## src/rtl/fetch_sequencer.sv

```systemverilog
// fetch_sequencer
// Instruction-fetch sequencer for the RV32 core. Owns the program counter,
// runs the imem request/acknowledge handshake, buffers one instruction for
// decode with backpressure, and applies branch/jalr redirects from execute.
//
// Ports:
//   clk                 clock, rising edge
//   rst                 synchronous reset, active-low
//   imem_req/imem_addr  fetch request and word-aligned address (decoded from state/pc)
//   imem_ack/imem_rdata memory accept strobe, instruction valid in the same cycle
//   br_taken/br_target  taken branch/jal redirect (wins over jalr)
//   jr_valid/jr_target  jalr redirect
//   if_valid/if_instr/if_pc  buffered instruction handed to decode
//   id_ready            decode accepts the buffered instruction
//   pc                  current fetch PC
//   pc_src              source of last PC update: 00 pc+4, 01 branch, 10 jalr
//   fetch_cnt           instructions handed to decode (wraps)
module fetch_sequencer #(
  parameter int unsigned     DATA_WIDTH = 32,
  parameter logic [DATA_WIDTH-1:0] RESET_PC = '0
) (
  input  logic                  clk,
  input  logic                  rst,
  output logic                  imem_req,
  output logic [DATA_WIDTH-1:0] imem_addr,
  input  logic                  imem_ack,
  input  logic [DATA_WIDTH-1:0] imem_rdata,
  input  logic                  br_taken,
  input  logic [DATA_WIDTH-1:0] br_target,
  input  logic                  jr_valid,
  input  logic [DATA_WIDTH-1:0] jr_target,
  output logic                  if_valid,
  output logic [DATA_WIDTH-1:0] if_instr,
  output logic [DATA_WIDTH-1:0] if_pc,
  input  logic                  id_ready,
  output logic [DATA_WIDTH-1:0] pc,
  output logic [1:0]            pc_src,
  output logic [31:0]           fetch_cnt
);

  typedef enum logic [1:0] {
    S_IDLE,
    S_REQ,
    S_DROP,
    S_HOLD
  } state_t;

  localparam logic [1:0] SRC_SEQ = 2'b00;
  localparam logic [1:0] SRC_BR  = 2'b01;
  localparam logic [1:0] SRC_JR  = 2'b10;

  state_t                state_q;
  logic [DATA_WIDTH-1:0] pc_q;
  logic [1:0]            pc_src_q;
  logic                  if_valid_q;
  logic [DATA_WIDTH-1:0] if_instr_q;
  logic [DATA_WIDTH-1:0] if_pc_q;
  logic [31:0]           fetch_cnt_q;
  logic [DATA_WIDTH-1:0] pend_tgt_q;
  logic [1:0]            pend_src_q;

  logic                  redir;
  logic [DATA_WIDTH-1:0] redir_tgt;
  logic [1:0]            redir_src;

  // Redirect select: branch has priority, low two bits forced to zero.
  always_comb begin
    redir     = br_taken | jr_valid;
    redir_tgt = (br_taken ? br_target : jr_target) & ~DATA_WIDTH'(3);
    redir_src = br_taken ? SRC_BR : SRC_JR;
  end

  always_ff @(posedge clk) begin
    if (!rst) begin
      state_q     <= S_IDLE;
      pc_q        <= RESET_PC;
      pc_src_q    <= SRC_SEQ;
      if_valid_q  <= 1'b0;
      if_instr_q  <= '0;
      if_pc_q     <= '0;
      fetch_cnt_q <= '0;
      pend_tgt_q  <= '0;
      pend_src_q  <= SRC_SEQ;
    end else begin
      case (state_q)
        S_IDLE: state_q <= S_REQ;

        S_REQ: begin
          if (imem_ack) begin
            if (redir) begin
              // Data belongs to the wrong path; re-issue at the target.
              pc_q     <= redir_tgt;
              pc_src_q <= redir_src;
            end else begin
              if_instr_q <= imem_rdata;
              if_pc_q    <= pc_q;
              if_valid_q <= 1'b1;
              pc_q       <= pc_q + DATA_WIDTH'(4);
              pc_src_q   <= SRC_SEQ;
              state_q    <= S_HOLD;
            end
          end else if (redir) begin
            // Address must stay stable until ack, so park the target.
            pend_tgt_q <= redir_tgt;
            pend_src_q <= redir_src;
            state_q    <= S_DROP;
          end
        end

        S_DROP: begin
          if (imem_ack) begin
            pc_q     <= redir ? redir_tgt : pend_tgt_q;
            pc_src_q <= redir ? redir_src : pend_src_q;
            state_q  <= S_REQ;
          end else if (redir) begin
            pend_tgt_q <= redir_tgt;
            pend_src_q <= redir_src;
          end
        end

        S_HOLD: begin
          // A transfer coinciding with a redirect still counts; decode flushes it.
          if (id_ready) fetch_cnt_q <= fetch_cnt_q + 32'd1;
          if (redir) begin
            if_valid_q <= 1'b0;
            pc_q       <= redir_tgt;
            pc_src_q   <= redir_src;
            state_q    <= S_REQ;
          end else if (id_ready) begin
            if_valid_q <= 1'b0;
            state_q    <= S_REQ;
          end
        end

        default: state_q <= S_IDLE;
      endcase
    end
  end

  assign imem_req  = (state_q == S_REQ) || (state_q == S_DROP);
  assign imem_addr = pc_q;
  assign if_valid  = if_valid_q;
  assign if_instr  = if_instr_q;
  assign if_pc     = if_pc_q;
  assign pc        = pc_q;
  assign pc_src    = pc_src_q;
  assign fetch_cnt = fetch_cnt_q;

endmodule

```

## config.mk

```make
export PLATFORM = sky130hd
export DESIGN_NAME = fetch_sequencer
export DESIGN_NICKNAME = d
export VERILOG_FILES = /design/src/rtl/fetch_sequencer.sv
export SDC_FILE = /design/constraint.sdc
export NUM_CORES = 1
export LEC_CHECK = 0
export BUFFER_PORTS_ARGS = -buffer_cell sky130_fd_sc_hd__buf_2
export CAP_MARGIN = 5
export CORE_ASPECT_RATIO = 0.9
export CORE_UTILIZATION = 55
export CTS_CLUSTER_SIZE = 10
export DETAILED_ROUTE_END_ITERATION = 8
export PLACE_DENSITY = 0.86
export SLEW_MARGIN = 20
export SYNTH_ARGS = -nofsm -noshare
export SYNTH_HDL_FRONTEND = slang
export SYNTH_SLANG_ARGS = --single-unit
```

## constraint.sdc

```tcl
create_clock -name clk -period 3.5 [get_ports clk]
set_clock_uncertainty 0.15 [all_clocks]
set_input_delay 0.525 -clock clk [delete_from_list [all_inputs] [get_ports clk]]
set_output_delay 0.525 -clock clk [all_outputs]
set_load 0.05 [all_outputs]
```

## Yosys cells after proc, flatten, opt, wreduce, memory -nomap -nowiden

Cells that the tools add are included.

| operators by class | value |
|---|---|
| $add $sub $neg | 2 |
| multiply operators | 0 |
| div/mod/pow operators | 0 |
| order comparisons | 0 |
| equality and inequality tests | 10 |
| shifts and indexed selects | 0 |
| mux-type cells | 26 |
| bitwise gates (word level) | 3 |
| reduce and logical (&&, ||, !) cells | 11 |

Operator list:

| kind | number |
|---|---|
| 32-bit 2-to-1 mux | 6 |
| 32-bit case mux with 3 select lines | 1 |
| 32-bit by 1-bit adder with 32-bit output, second input constant | 1 |
| 32-bit by 3-bit adder with 32-bit output, second input constant | 1 |
| 2-bit 2-to-1 mux | 12 |
| 4-bit AND reduction | 3 |
| 3-bit != test, second input constant | 3 |
| 2-bit != test, second input constant | 4 |
| 2-bit case mux with 4 select lines | 1 |
| 2-bit case mux with 3 select lines | 1 |
| 2-bit == test, second input constant | 2 |
| 1-bit 2-to-1 mux | 4 |
| 2-bit AND reduction | 2 |
| 3-bit AND reduction | 1 |
| 3-bit nonzero test | 1 |
| 2-bit by 1-bit == test with 1-bit output, second input constant | 1 |
| 2-bit zero test | 1 |
| 1-bit inverter | 2 |
| 1-bit case mux with 2 select lines | 1 |
| 2-bit nonzero test | 1 |
| 2-bit OR reduction | 1 |
| 1-bit logical OR | 1 |
| 1-bit OR | 1 |

| word-level totals | value |
|---|---|
| register bits after elaboration | 167 |
| latch bits | 0 |
| bits in writable memories | 0 |
| bits in read-only memories | 0 |
| input bits | 102 |
| output and inout port bits | 164 |
| logic and storage cells | 61 |
| memories kept | 0 |

## Longest topological paths before layout

| logic depth | value |
|---|---|
| word-level depth | 4 |
| depth in mapped cells | 10 |
| gate-level depth less buffers | 7 |

## Worst setup path before layout

No wires, ideal clock.

| path | value |
|---|---|
| path kind | flip-flop to flip-flop |
| from | register pc_q[2], in the netlist imem_addr[2] |
| to | register pc_q[28], in the netlist imem_addr[28] |
| setup time | 0.074 ns |
| arrival time | 2.155 ns |
| data required time | 3.276 ns |
| path slack | 1.121 ns |
| cell stages (with the launch flop) | 7 |
| path buffers | 0 |
| clock period less this slack | 2.379 ns |
| path through | dfxtp_1 > ha_1 > nand3_2 > nor2_2 > nand4_2 > or4_1 > a31oi_1 |

| between the ends | value |
|---|---|
| longest elaborated chain between the ends | 4 |

RTL lines:

| item | RTL line | source |
|---|---|---|
| start, declared | 53 | `logic [DATA_WIDTH-1:0] pc_q;` |
| start signal, assigned | 92 | `pc_q <= redir_tgt;` |
| start signal, assigned | 98 | `pc_q <= pc_q + DATA_WIDTH'(4);` |
| start signal, assigned | 112 | `pc_q <= redir ? redir_tgt : pend_tgt_q;` |
| 32-bit by 3-bit adder with 32-bit output | 98 |  |
| 32-bit 2-to-1 mux | 90 | `if (redir) begin` |
| 32-bit 2-to-1 mux | 89 | `if (imem_ack) begin` |
| 32-bit case mux with 3 select lines | 85 | `case (state_q)` |

No other way between the ends. The select of a mux whose other input is x is not followed.
A chain may end at the register's enable or synchronous reset.

## Final worst setup path

| path | value |
|---|---|
| from | register state_q[0] |
| to | register pc_q[30], in the netlist imem_addr[30] |

| between the ends | value |
|---|---|
| longest elaborated chain between the ends | 3 |
| elaborated cells on any way between the ends | 9 |
| classes of those cells | 6 x eq/ne; 1 x mux; 2 x reduce/logical |

RTL lines:

| item | RTL line | source |
|---|---|---|
| start, declared | 52 | `state_t state_q;` |
| start signal, assigned | 75 | `state_q <= S_IDLE;` |
| start signal, assigned | 86 | `S_IDLE: state_q <= S_REQ;` |
| start signal, assigned | 100 | `state_q <= S_HOLD;` |
| 2-bit == test / 2-bit by 1-bit == test with 1-bit output (equally long branches) | 85 |  |
| 2-bit != test (no line) / 3-bit nonzero test (equally long branches) | - |  |
| 4-bit AND reduction (no line) | - |  |

Several ways; a longest one is shown, not always the timed one.

==> flow_summary.ini <==
[clock_tree]
cts.sinks = 167
clk_latency_ns = 0.42
cts.repair.resized = 0
cts_tree = yes
post_cts_buffers = 0
cts_hold_buf = 0
clk_path_buf_depth = 2
cts-buffers-inserted = 17
path_clk_slew_ns = 0.07
root_buffer = clkbuf_16
cts.htree.levels = 4

[timing]
fin_crit_sh_pct = 77.7
slew_viol_final = 0
fin_crit_ns = 2.72
setup_tns_ns = 0
fmax_mhz = 368
fin_ws_ns = 0.779
worst_slew_pin_slew_ns = 0.686
hold_violations = 0
finalSetupViolCount = 0
max-slew-margin-rel_pct = 54.0
rsz0062_at_grt = false

[final_layout]
area_growth_syn_to_layout_pct = 22.0
fin_nets = 1314
final_common_cell = buf_2
mostFrequentLayoutCells = 261 x buf_2, 184 x nand2_1, 167 x dfxtp_1
antenna_cells = 0
drive_above_1_share_pct = 28.2

[place]
dp_hpwl_um = 16700
place_congestion = 0.901
port_buffers = 261
place_worst_setup_slack_ns = 0.836

[power]
p_int_mw = 3.50
ir_drop_mv = 0.423
pwr-share-clk_pct = 38.6
seq_power_share_pct = 41.4
p_sw_share_pct = 32.3
switchingPower_mw = 1.67
p_per_area_nw_per_um2 = 521
p_comb_share_pct = 20.0
leakagePower_nw = 4.25

[synth]
yosys.area.top_type = dfxtp_1
post_synth.cell_area_avg_um2 = 8.08
yosys_register_bits = 167
yosysTopAreaCellShare_pct = 41.0
synth_edf_count = 0
synth_async_sr_flop_share_pct = 0
yosysSeqAreaShare_pct = 41.0
syn_nets = 1117
synth_cell_types = 73
syn_area_um2 = 8150
yosys_warnings = 0
synth_flop_cell = dfxtp_1
netlist_top_cells_area = dfxtp_1 41%, nand2_1 8.5%, a21oi_1 6.1%, nor2_1 4.5%, mux2i_1 3.2%
synthCells = 1009

[flow_run]
cap_violations = 0

[worst_setup_path]
critical_path_peak_fanout = 14
endpoint_kind = flip-flop
timing_worst_setup_path_type = reg -> reg
crit_required_ns = 3.67
critPathArrivalTime_ns = 2.89
startpoint_type = flip-flop

[floorplan]
io_pins = 266
die_area_um2 = 15300
fp.dieH_um = 117
core-area_um2 = 14300
initial_core_util_pct = 57.2
die-width_um = 130
row_count = 41

[global_route]
overflow = 0
grt_busiest_layer = met2
grt_pass1_wl_um = 37100
track_usage_pct = 30.7
met3_usage_pct = 7.41
grt_max_degree = 62
grt_pass1_vias = 7388
grtUsageMet2_pct = 47.3
antenna_found_initial = 0
grt_use_met1_pct = 41.0

[worst_hold_path]
min_path_type = in -> reg

[detailed_routing]
wl_per_cell_um = 17.0
wirelength_um = 24000
drtIter0Drc = 829
via_per_inst = 5.88
vias = 8306
ant_nets = 0
dr.pass1.iters = 6
drc = 0

[run_status]
status = completed
-- cell usage after synthesis, types with 4 or more instances --
cell and n:
a211oi_1 24, a21oi_1 100, a221oi_1 5, a222oi_1 5, a22o_1 4, a22oi_1 16, a311oi_1 9, a31oi_1 8
a32o_1 6, and2_1 5, and3_1 6, buf_1 8, buf_2 21, buf_4 33, clkbuf_1 35, dfxtp_1 167
ha_1 6, inv_1 17, mux2i_1 26, nand2_1 184, nand3_1 30, nand4_1 20, nor2_1 98, nor3_1 16
nor4_1 4, o211ai_1 7, o21ai_0 38, o31ai_1 6, or3_1 4, xnor2_1 9, xor2_1 26
-- stage by stage --
stage | utilization, % | cells | hold WS [ns] | area [µm²] | power (mW)
floorplan | - | 1009 | 0.286 | 8150 | 2.95
global placement | 65.3 | 1380 | 0.289 | 9310 | 3.18
detailed placement | 65.3 | 1380 | 0.293 | 9310 | 3.20
CTS | 69.7 | 1412 | 0.177 | 9940 | 5.18
global route | 69.7 | 1412 | 0.183 | 9940 | 5.36
finish | 69.7 | 1412 | 0.186 | 9940 | 5.18
-- critical path: stages (launching register included) --
cell and delay [ns]:
dfxtp_1 0.40, inv_1 0.10, ha_1 0.36, o21ba_2 0.31
a211o_1 0.52, o31ai_1 0.46, a21oi_1 0.12, o22a_1 0.19
-- worst paths after layout --
path | startpoint | end | slack [ns] | depth (start not counted)
max | state_q[0]$_SDFFE_PN0P_ | imem_addr[30]$_SDFFE_PN0P_ | 0.78 | 7
max reg2reg | state_q[0]$_SDFFE_PN0P_ | imem_addr[30]$_SDFFE_PN0P_ | 0.78 | 7
min reg2reg | if_instr[16]$_SDFFE_PN0P_ | if_instr[16]$_SDFFE_PN0P_ | 0.30 | 2
min | imem_rdata[7] | if_instr[7]$_SDFFE_PN0P_ | 0.19 | 3
-- flip-flops by register name, summed over array words and instances, names as in the netlist --
signal	count
pc_src	2
fetch_cnt	32
pend_src_q	2
imem_addr	32
state_q	2
if_instr	32
if_valid	1
if_pc	32
pend_tgt_q	32
-- final cells by class --
cell class	instances	area, µm²
well taps	193	241
flip-flops and latches	167	3340
fillers	1179	4320
multi-input cells	723	4180
repair buffers	280	1470
clock inverters	14	198
clock buffers	18	439
inverters	17	66.3
-- power groups by stage --
stage | logic [mW] | registers (mW) | clock network, mW
global route | 1.11 | 2.15 | 2.11
CTS | 1.03 | 2.14 | 2.02
floorplan | 0.621 | 2.33 | 0
finish | 1.04 | 2.14 | 2.00
detailed placement | 1.02 | 2.18 | 0
global placement | 1.01 | 2.17 | 0
-- metal layers --
metal	wire, µm	vias up
li1	-	3931
met1	10000	3858
met2	11000	472
met3	2420	45
met4	615	0
met5	0	-
-- logic make-up after synthesis --
group / after synthesis / share of synthesized area, %
xor gates and xnor gates: 35 / 3.76
muxes: 28 / 3.47
and+or+nand+nor: 400 / 22.6
adders and majority gates: 6 / 0.921
buffers and inverters: 119 / 7.84
DFF: 167 / 41.0
AOI/OAI and AO/OA: 254 / 20.4
Note: power is estimated with default switching activity, not from simulation.
